### src/rtl/mux_arb_rr.sv
// Round-robin N:1 arbiter/mux with a one-word registered output stage.
// Optional MUX_ARB_RR_FORCE_EN adds force_en/force_ch to pin the grant to one channel.
module mux_arb_rr #(
  parameter int WIDTH    = 5,
  parameter int CHANNELS = 2,
  parameter int SEL_W    = 1
) (
  input  logic                      clk,
  input  logic                      reset,
  input  logic [CHANNELS*WIDTH-1:0] in_data,
  input  logic [CHANNELS-1:0]       in_valid,
  output logic [CHANNELS-1:0]       in_ready,
  output logic [WIDTH-1:0]          out_data,
  output logic [SEL_W-1:0]          out_ch,
  output logic                      out_valid,
  input  logic                      out_ready
`ifdef MUX_ARB_RR_FORCE_EN
  ,
  input  logic                      force_en,
  input  logic [SEL_W-1:0]          force_ch
`endif
);

  if ((1 << SEL_W) < CHANNELS || CHANNELS < 2 || CHANNELS > 16) begin : g_param_check
    $error("mux_arb_rr: need 2 <= CHANNELS <= 16 and 2**SEL_W >= CHANNELS");
  end

  typedef enum logic {
    S_EMPTY = 1'b0,
    S_FULL  = 1'b1
  } state_t;

  state_t             r_state, w_state_nxt;
  logic [WIDTH-1:0]   r_data,  w_data_nxt;
  logic [SEL_W-1:0]   r_ch,    w_ch_nxt;
  logic [SEL_W-1:0]   r_ptr,   w_ptr_nxt;

  logic               w_load;
  logic               w_found;
  logic [SEL_W-1:0]   w_grant;
  logic [WIDTH-1:0]   w_sel;

  assign w_load = (r_state == S_EMPTY) || out_ready;

  // Scan offsets from high to low so the lowest offset from r_ptr wins.
  always_comb begin : arbitrate
    w_found = 1'b0;
    w_grant = '0;
`ifdef MUX_ARB_RR_FORCE_EN
    if (force_en) begin
      for (int i = 0; i < CHANNELS; i++) begin
        if (force_ch == SEL_W'(i) && in_valid[i]) begin
          w_found = 1'b1;
          w_grant = SEL_W'(i);
        end
      end
    end else begin
`endif
      for (int k = CHANNELS - 1; k >= 0; k--) begin
        for (int i = 0; i < CHANNELS; i++) begin
          if (i == (int'(r_ptr) + k) % CHANNELS && in_valid[i]) begin
            w_found = 1'b1;
            w_grant = SEL_W'(i);
          end
        end
      end
`ifdef MUX_ARB_RR_FORCE_EN
    end
`endif
  end

  always_comb begin : select
    w_sel    = '0;
    in_ready = '0;
    for (int i = 0; i < CHANNELS; i++) begin
      if (w_grant == SEL_W'(i)) begin
        w_sel       = in_data[i*WIDTH +: WIDTH];
        in_ready[i] = !reset && w_load && w_found;
      end
    end
  end

  always_comb begin : next_state
    w_state_nxt = r_state;
    w_data_nxt  = r_data;
    w_ch_nxt    = r_ch;
    w_ptr_nxt   = r_ptr;
    if (w_load) begin
      if (w_found) begin
        w_state_nxt = S_FULL;
        w_data_nxt  = w_sel;
        w_ch_nxt    = w_grant;
`ifdef MUX_ARB_RR_FORCE_EN
        if (!force_en) begin
`endif
          if (int'(w_grant) == CHANNELS - 1) w_ptr_nxt = '0;
          else                               w_ptr_nxt = w_grant + SEL_W'(1);
`ifdef MUX_ARB_RR_FORCE_EN
        end
`endif
      end else begin
        w_state_nxt = S_EMPTY;
      end
    end
  end

  always_ff @(posedge clk or posedge reset) begin
    if (reset) begin
      r_state <= S_EMPTY;
      r_data  <= '0;
      r_ch    <= '0;
      r_ptr   <= '0;
    end else begin
      r_state <= w_state_nxt;
      r_data  <= w_data_nxt;
      r_ch    <= w_ch_nxt;
      r_ptr   <= w_ptr_nxt;
    end
  end

  assign out_valid = (r_state == S_FULL);
  assign out_data  = r_data;
  assign out_ch    = r_ch;

endmodule

### config.mk
export PLATFORM = sky130hd
export DESIGN_NAME = mux_arb_rr
export DESIGN_NICKNAME = d
export VERILOG_FILES = /design/src/rtl/mux_arb_rr.sv
export SDC_FILE = /design/constraint.sdc
export NUM_CORES = 1
export LEC_CHECK = 0
export CAP_MARGIN = 15
export CORE_AREA = 2 2 39 41
export CTS_CLUSTER_DIAMETER = 40
export DETAILED_ROUTE_END_ITERATION = 10
export DIE_AREA = 0 0 41 43
export MAX_ROUTING_LAYER = met4
export PLACE_DENSITY_LB_ADDON = 0.12
export SLEW_MARGIN = 5
export SYNTH_ARGS = -nofsm -noshare
export SYNTH_HDL_FRONTEND = slang
export SYNTH_SLANG_ARGS = --single-unit
### constraint.sdc
create_clock -name clk -period 1.6 [get_ports clk]
set_input_delay 0.48 -clock clk [delete_from_list [all_inputs] [get_ports clk]]
set_output_delay 0.48 -clock clk [all_outputs]
set_load 0.005 [all_outputs]
==> impl_metrics.toml <==
[worst_setup_path]
critPathTopFamily = "buffers and inverters"
cp.required_ns = 1.12
endpoint_kind = "output port"
crit_chain = "clkdlybuf4s15_2 -> buf_6 -> nand2_1 -> and3_4 -> buf_6"
r2r_setup_slack_ns = 0.38
crit_path_top_delay_cell = "clkdlybuf4s15_2"
rr_worst_depth = 4
cp_data_arrival_time_ns = 1.21
crit_path_start_kind = "input pin"
rr_startpoint = "out_valid"
crit_path_max_incr_delay_ns = 0.24
path_class = "in -> out"
worst-path-max-fanout = 7
timing.rr.end = "r_ptr"
cp_common_cell = "buf_6"
crit_buf_inv = 3

[power]
leakagePower_nw = 0.395
power.switching_mw = 0.173
internal_power_mw = 0.459
finalPower_mw = 0.632
p_seq_share_pct = 39.0
power.density_nw_per_um2 = 772
clockPowerShare_pct = 24.8
irDropWorstVdd_v = 0.000604
combPwrFrac_pct = 36.1
swShare_pct = 27.4

[yosys]
synth_top_cell_by_area = "dfrtp_1"
syn_area_um2 = 433
synth_edf_count = 0
yosys-top-cells-area = "dfrtp_1, a31oi_1, a21oi_1, nand3_1, nor2_4"
ys_warn_count = 0
yosys.cell_count.top_type = "dfrtp_1"
seq_area_frac_synth_pct = 46.2
syn_avg_cell_area_um2 = 9.62
async_reset_ff_share_pct = 100
synth_cell_type_count = 18
synth_top_area_share_pct = 46.2
syn_nets = 60
synth_ff_type = "dfrtp_1"
netlist_top_cells_count = "dfrtp_1, a21oi_1, a31oi_1, nand3_1, o21ai_1"
syn_inst = 45
ys_ff_latch = 8

[sta]
finalSetupViolations = 2
final_hold_viol_count = 0
setup_slack_ns = -0.0867
rsz0062_at_grt = "true"
fmax_ghz = 0.593
post-route-period-util_pct = 105
worst_pin_slew_ns = 0.237
fin_crit_ns = 1.69
tns_ns = -0.161
slew_violations = 0
slew_headroom_pct = 84.2
clock_skew_ns = 0.00216

[global_routing]
use_met2_pct = 26.3
grt_pass1_wl_mm = 2.07
gr-usage-all-layers_pct = 17.9
use_met1_pct = 23.2
overflow = 0
antenna_found_initial = 0
use_met3_pct = 3.14
top_usage_layer = "met2"
grt_max_degree = 9
grt_pass1_vias = 506

[placed_design]
gp_congestion = 0.778
port_buffers = 23
dpl.hpwl_um = 892

[die]
dieHeight_um = 43
die_area_um2 = 1760
pin_count = 24
rows = 14
die_w_um = 41
start_util_pct = 31.3
core_area_um2 = 1380

[final_layout]
drive_above_1_share_pct = 34.9
fillers = 122
syn2layout_area_growth_pct = 89.3
layout.nets = 100
diodes = 0

[detailed_routing]
drtAntennaViolNets = 0
drt-initial-drc-count = 2
post_drt_wl_per_cell_um = 12.8
viasPerCell = 4.97
drc_errors = 0
drt_pass1_iterations = 4
routed_wl_mm = 1.26
dr_total_vias = 492

[clock_network]
numCtsBuffers = 3
cts.hold.buffers_added = 0
path_clk_slew_ns = 0.06
cts.sinks = 8
cts_tree = "yes"
h-tree-depth = 1
clk_latency_ns = 0.25
root_buffer = "clkbuf_4"
clock_path_buffers = 2

[status]
failed_checks = "negative setup slack"
status = "finished with violations"

[min_path]
hold_class = "in -> async"

[run]
cap_violations = 0
-- final cells by class --
class | count | area, µm² | share of cell area (%)
Sequential cell | 8 | 200 | 24.4
Timing Repair Buffer | 36 | 335 | 40.9
Inverter | 2 | 7.51 | 0.916
Multi-Input combinational cell | 34 | 234 | 28.5
Clock buffer | 3 | 22.5 | 2.75
Tap cell | 16 | 20.0 | 2.44
-- registers in the layout, summed over array words and instances (netlist names) --
register   cells
out_valid      1
out_ch         1
out_data       5
r_ptr          1
-- power by group through the flow --
stage	logic, mW	clock network (mW)	registers (mW)
after floorplan	0.0801	0	0.254
after global placement	0.214	0	0.251
after detailed placement	0.215	0	0.252
after CTS	0.219	0.160	0.248
after global routing	0.248	0.174	0.250
final	0.228	0.157	0.247
-- repair_timing --
| action | in CTS | in global routing |
|---|---|---|
| buffers inserted | 1 | 2 |
| pin swaps | 3 | 1 |
| setup endpoints to repair | 3 | 8 |
| gates cloned | 0 | 0 |
| gates resized for setup | 25 | 8 |
-- worst register-to-register path, stage by stage (launching register included) --
cell     delay, ns
dfrtp_1       0.37
and2b_4       0.19
nor2_4        0.09
buf_4         0.15
mux2_4        0.30
-- logic make-up after synthesis --
kind of cell | after synthesis | share of synthesized area, %
mux | 1 | 3.47
simple gates | 16 | 24.3
compound gates | 17 | 21.7
buf+inv | 3 | 4.34
flops | 8 | 46.2
-- through the flow --
stage	worst slack (ns)	hold slack [ns]	cells	util, %	area [µm²]
final	-0.0867	0.423	99	59.2	820
after global routing	-0.133	0.457	99	59.2	820
after CTS	-0.0739	0.403	97	56.4	781
after detailed placement	-0.819	0.493	93	54.0	747
after global placement	-0.801	0.490	93	54.0	747
after floorplan	0.123	0.301	45	-	433
-- cells in the final DEF (no fill, tap or decap), types with 2 or more instances in the layout --
master and count:
buf_6 3, clkbuf_4 3, dlymetal6s2s_1 6, a21oi_1 5, nand3_1 5, nand2_1 2
o21ai_1 4, nor2_4 2, dlygate4sd2_1 2, o21ai_0 2, a31oi_1 5, buf_2 3
buf_4 11, nand2b_1 2, clkdlybuf4s50_1 10, dfrtp_1 8
-- how the worst max path moves through the flow --
stage                start  depth (start not counted)  slack, ns           to
2_1_floorplan  in_valid[1]                          3       0.12  in_ready[1]
3_3_place_gp   in_valid[0]                          6      -0.80  in_ready[0]
3_5_place_dp   in_valid[0]                          4      -0.82  in_ready[1]
4_1_cts          out_valid                          4      -0.07  in_ready[1]
5_1_grt          out_valid                          4      -0.13  in_ready[1]
6_report       in_valid[1]                          5      -0.09  in_ready[0]
-- per-layer routing --
layer	vias to the layer above	wire (µm)
li1	243	-
met1	226	552
met2	17	615
met3	6	70
met4	0	25
met5	-	0
(Power assumes the default switching activity.)
==> variant (same flow settings) <==
The parameter `WIDTH` goes from 5 to 7.
--- a/src/rtl/mux_arb_rr.sv
+++ b/src/rtl/mux_arb_rr.sv
@@ -2,5 +2,5 @@
 // Optional MUX_ARB_RR_FORCE_EN adds force_en/force_ch to pin the grant to one channel.
 module mux_arb_rr #(
-  parameter int WIDTH    = 5,
+  parameter int WIDTH    = 7,
   parameter int CHANNELS = 2,
   parameter int SEL_W    = 1
Ports: changed (resized in_data and out_data); port bits go from 24 to 30. The function was not compared with the original's and may differ.
==> variant against the original RTL <==
  * The flow still finishes with violations (setup timing)
  * Non-clock buffer count rose by 10
  * Final cell count increased by 21%
  * Setup slack lost 6.7 ps
  * Wire length rose by 35%
  * Final area is 20% higher
  * Power grew 33%
  * Critical path depth unchanged
  * Hold slack got worse by 69 ps
  * Sequential cell count rose by 2
  * Area after synthesis rose by 21%
  * Largest cell class unchanged
==> variant: results (changes against the original RTL) <==
Logic synthesis
  – Synth top area cells: dfrtp_1 48%, a31oi_1 8.3%, a21oi_1 7.6%, nand3_1 7.6%, o21ai_0 6.7%
  – FFs w/ async S/R, synth: 1.00 (unchanged)
  – Syn Nets: 78 (+30%)
  – Synth Area in Adders: 0 (unchanged)
  – Post-Synthesis Cells: 59 (+31%)
  – Synth top area share: 0.476 (+0.0138)
  – Compound-Gate Fraction of Synth Area: 0.260 (+0.0428)
  – Mux contribution to synthesized area: 0 (-0.0347)
  – Seq/Total Area, Yosys: 0.476 (+0.0138)
  – Synth top cells by count: 10 x dfrtp_1, 8 x a21oi_1, 8 x nand3_1
  – Ys Warns: 0 (unchanged)
  – Post-synth cell types: 17 (-1)

Layout
  – Layout cell share with drive strength beyond 1: 0.327 (-0.0225)
  – Fillers: 121 (-0.82%)
  – # diodes: 0 (unchanged)
  – Nets: 124 (+24%)
  – Largest register FFs: 7 (+2)

Placement
  – GP Congestion: 0.771 (-0.96%)
  – Placed Area: 905 um2 (+21%)
  – Post-Place Worst Slack: -839 ps (-19.4 ps)
  – Placed cell count: 112 (+20%)
  – Post-DP HPWL: 1.20 mm (+34%)
  – PortBufs: 29 (+26%)

STA
  – Clock skew: 4.76 ps (+2.61 ps)
  – Final setup fails: 2 (unchanged)
  – Final worst slack: -93.4 ps (-6.67 ps)
  – Max Slew Vio Count: 0 (unchanged)
  – Hold slack: 354 ps (-68.9 ps)
  – Sum Neg Setup Slack: -115 ps (+46.5 ps)
  – Measured slew at the worst slew-check pin: 203 ps (-34.0 ps)

Global route
  – First-pass GRT wire length: 2.68 mm (+29%)
  – Initial antenna violation count: 0 (unchanged)
  – Vias in the first global route: 610 (+21%)
  – Pin count of the biggest net entering global routing: 11 (+2)
  – GRT Total Usage: 0.233 (+0.0548)

Drt
  – First-pass DRT Iterations: 2 (-2)
  – WL/cell: 14.3 um (+12%)
  – Initial DRC count: 4 (+2)
  – Vias: 616 (+25%)
  – Vias per Instance: 5.13 (+3.3%)

Run status
  – Outcome: finished, violations left
  – Failing checks: setup timing

Worst setup path
  – R2r worst-path depth: 5 (+1)
  – Worst R2R Setup Slack: 420 ps (+40 ps)
  – Worst-path fanout max: 3 (-4)
  – CP max stage delay: 250 ps
  – Slowest stage cell, crit path: or2_4
  – RR Startpoint: r_ptr
  – WP data arrival: 1210 ps (about the same)
  – R2R Path End: out_data[1]

Power
  – Peak VDD IR: 0.511 mV (-15%)
  – LEAKAGE: 0.454 nW (+15%)
  – Power Dens Cells: 856 mW/mm2 (+11%)

Clocking
  – Worst-path clk slew: 80 ps (+20 ps)
  – Clock Path Buffers: 2 (unchanged)
  – Clk_lat worst skew: 270 ps (+20 ps)
variant: changes by cell type in the layout (fill, tap and decap cells not counted), sizes merged, moves of 2 or more:
cell and change:
a21oi +3, a31oi +3, and2b -2, buf +4
clkbuf +2, clkdlybuf4s50 +4, dfrtp +2, dlygate4sd2 +7
dlymetal6s2s -5, nand3 +3, o21ai +2
variant: cell type report:
cell class	instances	share of cell area
clock buffer	4	0.0368
inverter	3	0.0114
tap	16	0.0203
sequential	10	0.254
multi-input combinational	41	0.261
timing repair buffer	46	0.416
variant: logic make-up after synthesis:
family / after synthesis
compound gates: 24
simple gates: 17
flops: 10
buf+inv: 8
variant: metal layers:
metal  GRT usage  vias up  share of wire
li1            -      302              -
met1       0.271      293           0.40
met2       0.369       17           0.53
met3      0.0366        4          0.047
met4       0.120        0          0.018
met5           -        -              0
variant: power by group:
group	switching [mW]	total [mW]	internal, mW
clock	0.100	0.238	0.138
sequential	0.0203	0.313	0.293
combinational	0.116	0.293	0.177
variant: how the worst max path moves through the flow:
stage	from	end	slack, ps	cells past startpoint
after floorplan	in_valid[0]	in_ready[0]	-120	5
after global placement	in_valid[0]	in_ready[0]	-830	5
after detailed placement	in_valid[0]	in_ready[0]	-840	5
after CTS	in_valid[1]	in_ready[0]	-100	5
after global routing	in_valid[0]	in_ready[0]	-100	5
final	in_valid[0]	in_ready[0]	-90	5
variant: critical path: cells and delay by family:
kind | cells | cell delay, ps
simple gates | 3 | 530
buf+inv | 2 | 200
variant: repair_timing:
action,4_1_cts,5_1_grt
buffers inserted,3,1
setup endpoints to repair,11,3
gates resized for setup,35,3
pin swaps,4,3
